## src/rtl/captura_tecla.sv

```systemverilog
// captura_tecla: keypad scan accumulator, debouncer and 4-entry key FIFO.
//
// Ports:
//   clk           rising-edge clock
//   reset         synchronous active-high reset
//   enable        1 = accumulate scan samples, 0 = freeze accumulation and FSM
//   indice_boton  scanner sample: [5:3] column (bit 5 = error), [2:0] row (bit 2 = none)
//   scan_fin      pulse on the last column sample of each scan
//   tecla         key code at the FIFO head (last popped code while empty)
//   tecla_valid   FIFO non-empty
//   tecla_ready   consumer accepts tecla
//   err_scan      sticky scanner-error flag
//   err_overflow  sticky dropped-event flag
//   errores_clr   clears both sticky flags (a same-cycle set wins)
module captura_tecla #(
  parameter int unsigned DEB_SCANS = 4
) (
  input  logic       clk,
  input  logic       reset,
  input  logic       enable,
  input  logic [5:0] indice_boton,
  input  logic       scan_fin,
  output logic [3:0] tecla,
  output logic       tecla_valid,
  input  logic       tecla_ready,
  output logic       err_scan,
  output logic       err_overflow,
  input  logic       errores_clr
);

  localparam logic [3:0] DebCnt = 4'(DEB_SCANS);

  typedef enum logic [1:0] {StIdle, StCandidato, StPresionado, StLiberando} state_e;

  // Position is {column[1:0], row[1:0]}.
  function automatic logic [3:0] key_map(input logic [3:0] pos);
    logic [3:0] code;
    case (pos)
      4'b0000: code = 4'h1;  4'b0001: code = 4'h4;  4'b0010: code = 4'h7;  4'b0011: code = 4'hE;
      4'b0100: code = 4'h2;  4'b0101: code = 4'h5;  4'b0110: code = 4'h8;  4'b0111: code = 4'h0;
      4'b1000: code = 4'h3;  4'b1001: code = 4'h6;  4'b1010: code = 4'h9;  4'b1011: code = 4'hF;
      4'b1100: code = 4'hA;  4'b1101: code = 4'hB;  4'b1110: code = 4'hC;  default: code = 4'hD;
    endcase
    return code;
  endfunction

  logic       sample_ok, sample_err;
  logic [3:0] sample_pos;

  assign sample_err = enable & indice_boton[5];
  assign sample_ok  = enable & ~indice_boton[5] & ~indice_boton[2];
  assign sample_pos = {indice_boton[4:3], indice_boton[1:0]};

  // Scan accumulator and registered scan result
  logic       acc_hit_q, acc_hit_d, acc_multi_q, acc_multi_d;
  logic [3:0] acc_pos_q, acc_pos_d;
  logic       res_valid_q, res_valid_d, res_key_q, res_key_d;
  logic [3:0] res_pos_q, res_pos_d;
  logic       hit_now, multi_now;
  logic [3:0] pos_now;

  always_comb begin
    hit_now     = acc_hit_q | sample_ok;
    multi_now   = acc_multi_q | (acc_hit_q & sample_ok);
    pos_now     = sample_ok ? sample_pos : acc_pos_q;
    acc_hit_d   = 1'b0;
    acc_multi_d = 1'b0;
    acc_pos_d   = 4'd0;
    res_valid_d = 1'b0;
    res_key_d   = res_key_q;
    res_pos_d   = res_pos_q;
    if (enable) begin
      if (scan_fin) begin
        // Result includes this cycle's sample; accumulator restarts empty.
        res_valid_d = 1'b1;
        res_key_d   = hit_now & ~multi_now;
        res_pos_d   = pos_now;
      end else begin
        acc_hit_d   = hit_now;
        acc_multi_d = multi_now;
        acc_pos_d   = pos_now;
      end
    end
  end

  // Debounce FSM
  state_e     state_q, state_d;
  logic [3:0] cnt_q, cnt_d, k_q, k_d, cnt_inc;
  logic       eval, push_fire, push_q;
  logic [3:0] push_code, push_code_q;

  assign eval    = res_valid_q & enable;
  assign cnt_inc = cnt_q + 4'd1;

  always_comb begin
    state_d = state_q;
    cnt_d   = cnt_q;
    k_d     = k_q;
    if (eval) begin
      unique case (state_q)
        StIdle: begin
          if (res_key_q) begin
            k_d     = res_pos_q;
            cnt_d   = 4'd1;
            state_d = (DebCnt == 4'd1) ? StPresionado : StCandidato;
          end
        end
        StCandidato: begin
          if (!res_key_q) begin
            state_d = StIdle;
          end else if (res_pos_q == k_q) begin
            cnt_d = cnt_inc;
            if (cnt_inc == DebCnt) state_d = StPresionado;
          end else begin
            k_d   = res_pos_q;
            cnt_d = 4'd1;
          end
        end
        StPresionado: begin
          if (!res_key_q) begin
            cnt_d   = 4'd1;
            state_d = (DebCnt == 4'd1) ? StIdle : StLiberando;
          end
        end
        StLiberando: begin
          if (res_key_q) begin
            state_d = StPresionado;
          end else begin
            cnt_d = cnt_inc;
            if (cnt_inc == DebCnt) state_d = StIdle;
          end
        end
      endcase
    end
  end

  always_comb begin
    push_fire = 1'b0;
    push_code = key_map(res_pos_q);
    if (eval && res_key_q) begin
      unique case (state_q)
        StIdle:      push_fire = (DebCnt == 4'd1);
        StCandidato: push_fire = (res_pos_q == k_q) && (cnt_inc == DebCnt);
        default:     push_fire = 1'b0;
      endcase
    end
  end

  // Key FIFO
  logic [3:0] mem_q [4];
  logic [1:0] wr_ptr_q, rd_ptr_q;
  logic [2:0] count_q, count_d;
  logic [3:0] last_q;
  logic       full, pop, wr_en, ovf_set;

  assign tecla_valid = (count_q != 3'd0);
  assign full        = (count_q == 3'd4);
  assign pop         = tecla_valid & tecla_ready;
  assign wr_en       = push_q & (~full | pop);
  assign ovf_set     = push_q & full & ~pop;
  assign tecla       = tecla_valid ? mem_q[rd_ptr_q] : last_q;

  always_comb begin
    count_d = count_q;
    case ({wr_en, pop})
      2'b10:   count_d = count_q + 3'd1;
      2'b01:   count_d = count_q - 3'd1;
      default: count_d = count_q;
    endcase
  end

  always_ff @(posedge clk) begin
    if (reset) begin
      acc_hit_q    <= 1'b0;
      acc_multi_q  <= 1'b0;
      acc_pos_q    <= 4'd0;
      res_valid_q  <= 1'b0;
      res_key_q    <= 1'b0;
      res_pos_q    <= 4'd0;
      state_q      <= StIdle;
      cnt_q        <= 4'd0;
      k_q          <= 4'd0;
      push_q       <= 1'b0;
      push_code_q  <= 4'd0;
      for (int i = 0; i < 4; i++) mem_q[i] <= 4'd0;
      wr_ptr_q     <= 2'd0;
      rd_ptr_q     <= 2'd0;
      count_q      <= 3'd0;
      last_q       <= 4'd0;
      err_scan     <= 1'b0;
      err_overflow <= 1'b0;
    end else begin
      acc_hit_q    <= acc_hit_d;
      acc_multi_q  <= acc_multi_d;
      acc_pos_q    <= acc_pos_d;
      res_valid_q  <= res_valid_d;
      res_key_q    <= res_key_d;
      res_pos_q    <= res_pos_d;
      state_q      <= state_d;
      cnt_q        <= cnt_d;
      k_q          <= k_d;
      push_q       <= push_fire;
      push_code_q  <= push_code;
      if (wr_en) begin
        mem_q[wr_ptr_q] <= push_code_q;
        wr_ptr_q        <= wr_ptr_q + 2'd1;
      end
      if (pop) begin
        last_q   <= mem_q[rd_ptr_q];
        rd_ptr_q <= rd_ptr_q + 2'd1;
      end
      count_q      <= count_d;
      err_scan     <= sample_err | (err_scan & ~errores_clr);
      err_overflow <= ovf_set | (err_overflow & ~errores_clr);
    end
  end

endmodule

```

## config.mk

```make
export PLATFORM = sky130hd
export DESIGN_NAME = captura_tecla
export DESIGN_NICKNAME = d
export VERILOG_FILES = /design/src/rtl/captura_tecla.sv
export SDC_FILE = /design/constraint.sdc
export NUM_CORES = 1
export LEC_CHECK = 0
export ABC_AREA = 1
export BUFFER_PORTS_ARGS = -buffer_cell sky130_fd_sc_hd__clkbuf_2
export CAP_MARGIN = 10
export CELL_PAD_IN_SITES_DETAIL_PLACEMENT = 0
export CELL_PAD_IN_SITES_GLOBAL_PLACEMENT = 1
export CORE_ASPECT_RATIO = 0.5
export CORE_MARGIN = 1.5
export CORE_UTILIZATION = 44
export DETAILED_ROUTE_END_ITERATION = 12
export PLACE_DENSITY_LB_ADDON = 0.1
export SYNTH_ARGS = -nofsm -noshare
export SYNTH_HDL_FRONTEND = slang
export SYNTH_SLANG_ARGS = --single-unit
```

## constraint.sdc

```tcl
create_clock -name clk -period 2.16 [get_ports clk]
set_input_delay 0.108 -clock clk [delete_from_list [all_inputs] [get_ports clk]]
set_output_delay 0.108 -clock clk [all_outputs]
set_load 0.1 [all_outputs]
```

Word-level counts from Yosys, hierarchy flattened
Memory sizes are Yosys's and may differ from the RTL's. A register that Yosys moved wholly into a read port is not among the register bits.
Index checks and enable logic that the tools add are counted.

storage, ports and cells
  logic and storage cells = 111
  bits in latches = 0
  register bits = 36
  RAM bits = 16
  output and inout port bits = 7
  memories kept = 2
  input bits = 12
  ROM bits = 64

cells by class
  shift-type cells = 0
  $add $sub $neg = 5
  multipliers = 0
  order comparisons = 0
  eq/ne operators = 16
  mux-type cells = 32
  reduce and logical (&&, ||, !) cells = 14
  divide/modulo/power cells = 0
  bitwise logic cells = 26

memory list
  name              depth  bits a word  read ports  clocked after memory_dff  write ports  line  source
  (name not given)  16     4            1           1                         0            38    case (pos)
  mem_q             4      4            1           1                         4            150   logic [3:0] mem_q [4];

operator list
  kind                                                                   count
  4-bit 2-to-1 mux                                                       11
  2-bit 2-to-1 mux                                                       10
  4-bit case mux with 4 select lines                                     1
  1-bit bitwise AND                                                      12
  2-bit != test, second input constant                                   5
  5-bit AND reduction                                                    2
  3-bit != test, second input constant                                   3
  1-bit NOT                                                              9
  2-bit case mux with 4 select lines                                     1
  4-bit case mux with 2 select lines                                     1
  1-bit 2-to-1 mux                                                       7
  2-bit equality test, second input constant                             3
  3-bit case mux with 2 select lines                                     1
  6-bit AND reduction                                                    1
  3-bit OR reduction                                                     2
  1-bit OR                                                               5
  2-bit by 1-bit adder with 2-bit output, second input constant          2
  4-bit by 1-bit adder with 4-bit output, second input constant          1
  2-bit by 1-bit equality test with 1-bit output, second input constant  2
  4-bit by 3-bit equality test with 1-bit output, second input constant  1
  4-bit equality test                                                    1
  2-bit nonzero test                                                     2
  4-bit OR reduction                                                     1
  3-bit by 1-bit adder with 3-bit output, second input constant          1
  other kinds (7)                                                        8

Longest topological paths before layout
  depth in word-level cells = 9
  depth in mapped cells = 12

Worst setup path after synthesis
OpenSTA, ideal clock, no wires.

  path type = reg2out
  from = reg count_q[0]
  to = out tecla[0]
  cell stages (with the launch flop) = 4
  buffers on the path = 0
  data arrival time = 2.329 ns
  setup slack = -0.277 ns
  cell sequence = dfxtp_1 -> nor2_2 -> nand2_4 -> a21oi_1

between the ends
  longest elaborated chain between the ends = 2

ends and longest elaborated chain
  item                    line  source
  from (decl)             152   logic [2:0] count_q, count_d;
  from (signal assigned)  212   count_q <= count_d;
  3-bit nonzero test      156   assign tecla_valid = (count_q != 3'd0);
  net tecla_valid         24    output logic tecla_valid,
  4-bit 2-to-1 mux        161   assign tecla = tecla_valid ? mem_q[rd_ptr_q] : last_q;
  to (decl)               23    output logic [3:0] tecla,

The timed path passes the listed nets, and every way through them passes these cells.

Worst setup path in the final report
  from = reg count_q[1]
  to = reg count_q[2]

between the ends
  longest elaborated chain between the ends = 6
  elaborated cells on any way between the ends = 12
  classes of those cells = add/sub: 2; eq/ne: 3; mux: 1; bitwise: 4; reduce/logical: 2

ends and longest elaborated chain
  item                                                                                          line      source
  3-bit nonzero test / 3-bit equality test (equally long branches)                              156, 157
  1-bit bitwise AND / 1-bit NOT (equally long branches)                                         158, 159
  1-bit OR                                                                                      159       assign wr_en = push_q & (~full | pop);
  1-bit bitwise AND                                                                             159
  2-bit by 1-bit equality test with 1-bit output / 2-bit equality test (equally long branches)  165       case ({wr_en, pop})
  3-bit case mux with 2 select lines / 2-bit nonzero test (equally long branches)               n/a

Parallel ways exist; a longest one is shown, timed or not.
A chain may end at the register's enable or synchronous reset.

==> impl_summary.txt <==
----------------------------------------------------
[Run status]
  Run status ... completed

[Clocking]
  H-tree levels ... 3
  Clock root buffer master ... clkbuf_16
  Clock buffer count from CTS ... 9
  Post-CTS clock slew at the launch and capture registers of the worst setup and hold paths ... 0.05 ns
  # clock sinks ... 58
  Later-pin clock latency in the skew report ... 0.33 ns
  Bufs on Longest Clock Path ... 2
  CTS tree ... yes

[STA]
  Final Hold Fails ... 0
  Accumulated negative setup slack ... 0 ns
  Highest attainable clock frequency ... 500.7 MHz
  Post-route setup slack ... 0.1627 ns
  Least-Margin Pin Slew ... 0.5769 ns
  Pins Over Slew Limit ... 0
  Period utilisation layout ... 92.47%
  Worst hold slack ... 0.1214 ns
  Count of final setup violators ... 0
  Worst Clk Skew ... 0.008023 ns
  Min Clock Period, post-route ... 1.997 ns
  RSZ-0062 raised after global routing ... no
  Worst slew margin relative to its limit ... 61.14%

[Finish]
  Leading cell type in the layout, fill and taps excluded ... inv_1
  Final-stage net count ... 390
  Non-filler cells in the finished layout ... 467
  Final core area utilization ... 54.88%
  Antenna diode instance count ... 0
  Share of post-route cells with drive strength above 1 ... 16.09%
  Synth-to-layout area growth ... 21.22%
  Commonest non-fill, non-tap cells in the layout ... 60 x inv_1, 55 x nor2_1, 45 x nand2_1

[Synthesis]
  Net count of the mapped netlist ... 362
  Sequential cell area fraction in the yosys report ... 48.40%
  Synth async-reset ratio ... 0%
  Post-Synthesis Mean Instance Area ... 7.891 um2
  Yosys cell types ... 36
  Yosys warning total ... 0
  Post-synth EDFFs ... 16
  Summed instance area of the synthesized netlist ... 2730 um2
  Area contributors post-synth ... dfxtp_1 31%, edfxtp_1 18%, inv_1 8.2%
  Synthesized netlist cell count ... 346
  Largest area contributor in the netlist ... dfxtp_1
  Most used flip-flop cell after synthesis ... dfxtp_1
  Yosys top cell area share ... 30.80%
  #FFs+latches synth ... 58

[Route]
  1st-pass router iterations ... 4
  DRC ... 0
  Initial DRC count ... 156
  Count of vias placed by the detailed router ... 2215
  Antenna violation net count after detailed routing ... 0
  Routed wire length ... 5.369 mm
  Avg Vias per Cell ... 4.743
  Routed wire per std cell ... 11.50 um

[Critical path]
  Top delay family on crit path ... adder cells
  Critical path fanouts, max ... 3
  Type of the worst setup path ... register to register
  Worst stage delay on the critical path ... 0.37 ns
  Required time of the worst setup path ... 2.37 ns
  CP Launch Type ... register
  Crit. Startpoint ... count_q[1]
  Critical-path top delay cell ... fa_1
  Reg2reg start ... count_q[1]
  Most used cell, CP ... nand2_4
  Crit end category ... register
  Data arrival time of the worst path ... 2.21 ns
  Buffering stage count on the worst path with inverters included ... 1
  Chain of cells forming the critical path ... nor2_4 -> nand2_4 -> nand2_4 -> nand3_2 -> nand2_4 -> ha_1 -> inv_1 -> fa_1 -> a21oi_1 -> o21ai_0 -> o21ai_0 -> a21oi_1

[GRT]
  First-pass GRT wire length ... 9.177 mm
  Total global routing overflow ... 0
  Vias in the first global route ... 2050
  Initial antenna violation count ... 0
  Overall routing resource usage ... 18.29%
  Pin count of the biggest net entering global routing ... 14

[Worst hold path]
  Start point of the worst hold path ... indice_boton[5]
  Hold/Removal Path Class ... primary input to register

[Floorplanning]
  Horizontal die dimension ... 114.4 um
  Cell Rows ... 20
  Chip Height ... 58.70 um
  Total core area ... 6031 um2
  DIE AREA ... 6715 um2
  Boundary pin count ... 19
  Initial core utilization ... 45.27%

[Power and ir drop]
  Leakage power ... 1.330 nW
  Cell internal pwr ... 0.002485 W
  Power density cells ... 1054 nW/um2
  Clock network power share ... 47.5%
  Max rail drop VDD ... 0.0007045 V
  Fraction of power spent switching nets ... 28.78%
  Share of total power in combinational logic ... 17.7%
  Sw power ... 0.001004 W
  Fraction of power consumed by sequential logic ... 34.7%

[Placement]
  Cell total after placement ... 449
  Port Buf Inserts ... 18
  RD Place Congestion ... 0.8008
  Worst slack, placed ... 0.1249 ns
  Detailed Place HPWL ... 4.017 mm

[Run]
  Number of maximum-capacitance constraint violations ... 0

----------------------------------------------------
-- cell type report --
type,count,area [um2]
clock buffers,11,252.7
inverters,62,237.7
well taps,88,110.1
repair buffers,25,145.1
multi-input cells,218,1142
clock inverters,5,100.1
flip-flops and latches,58,1321
fillers,575,2721
-- sequential cells by signal, summed over array words and instances, names as in the netlist, named ones only --
name,count
acc_hit_q,1
acc_multi_q,1
acc_pos_q,4
cnt_q,4
count_q,3
err_overflow,1
err_scan,1
k_q,4
last_q,4
mem_q,16
push_code_q,4
push_q,1
rd_ptr_q,2
res_key_q,1
res_pos_q,4
res_valid_q,1
state_q,1
wr_ptr_q,2
-- power groups by stage --
stage | Combinational, W | Sequential [W] | Clock (W)
3_5_place_dp | 0.000617 | 0.00123 | 0
5_1_grt | 0.000667 | 0.00122 | 0.00174
6_report | 0.000619 | 0.00121 | 0.00166
3_3_place_gp | 0.000609 | 0.00123 | 0
2_1_floorplan | 0.000507 | 0.00122 | 0
4_1_cts | 0.000621 | 0.00121 | 0.00168
-- cells in the mapped netlist (2+ instances only) --
master,instances
nor2_4,6
o22ai_1,5
nor3_1,2
clkbuf_2,2
nor2_1,55
or2_2,4
dfxtp_1,42
edfxtp_1,16
nand3_1,8
o21ai_0,32
a21oi_1,31
o21a_1,4
nand4_1,3
clkbuf_1,5
nand2_1,45
inv_1,60
ha_1,3
nand2_4,3
o211ai_1,3
-- timing repair --
item | CTS | global route
buffers inserted | 0 | 1
hold endpoints to repair | 1 | 0
setup endpoints to repair | 0 | 1
hold buffers | 1 | 0
gates resized for setup | 0 | 1
-- stage by stage --
| step | power (W) | area (um2) |
|---|---|---|
| after floorplan | 0.001729 | 2730 |
| after global placement | 0.001837 | 2934 |
| after detailed placement | 0.001848 | 2934 |
| after CTS | 0.003514 | 3297 |
| after global routing | 0.003622 | 3309 |
| final | 0.003489 | 3309 |
-- routing by layer --
| layer | vias up | global-route usage [%] | part of all wire, % |
|---|---|---|---|
| met5 | - | 0 | 0 |
| met4 | 0 | 6.964 | 1.6 |
| met3 | 8 | 7.415 | 3.5 |
| met2 | 28 | 29.17 | 46 |
| met1 | 1005 | 22.63 | 49 |
| li1 | 1174 | - | - |
-- logic make-up (layout without fill, tap and decap cells) --
| logic type | count (synthesis) | in the layout | synth area share, % |
|---|---|---|---|
| compound gates | 80 | 80 | 16.09 |
| xor+xnor | 2 | 2 | 0.6417 |
| fa+ha+maj | 4 | 4 | 2.108 |
| buf+inv | 70 | 103 | 9.945 |
| flops | 58 | 58 | 48.40 |
| simple gates | 132 | 132 | 22.82 |
-- worst reg2reg max path, cell delays in order (launching register included) --
cell	delay, ns
dfxtp_1	0.34
nor2_4	0.16
nand2_4	0.08
nand2_4	0.06
nand3_2	0.09
nand2_4	0.09
ha_1	0.14
inv_1	0.07
fa_1	0.37
a21oi_1	0.15
o21ai_0	0.11
o21ai_0	0.16
a21oi_1	0.06
-- path summary, 6_finish.rpt --
path / depth (start not counted) / slack [ns] / to
worst max-delay path: 12 / 0.16 / count_q[2]
worst min-delay path: 3 / 0.12 / err_scan
worst max register to register: 12 / 0.16 / count_q[2]
worst min register to register: 2 / 0.46 / acc_multi_q
(Power assumes the default switching activity.)
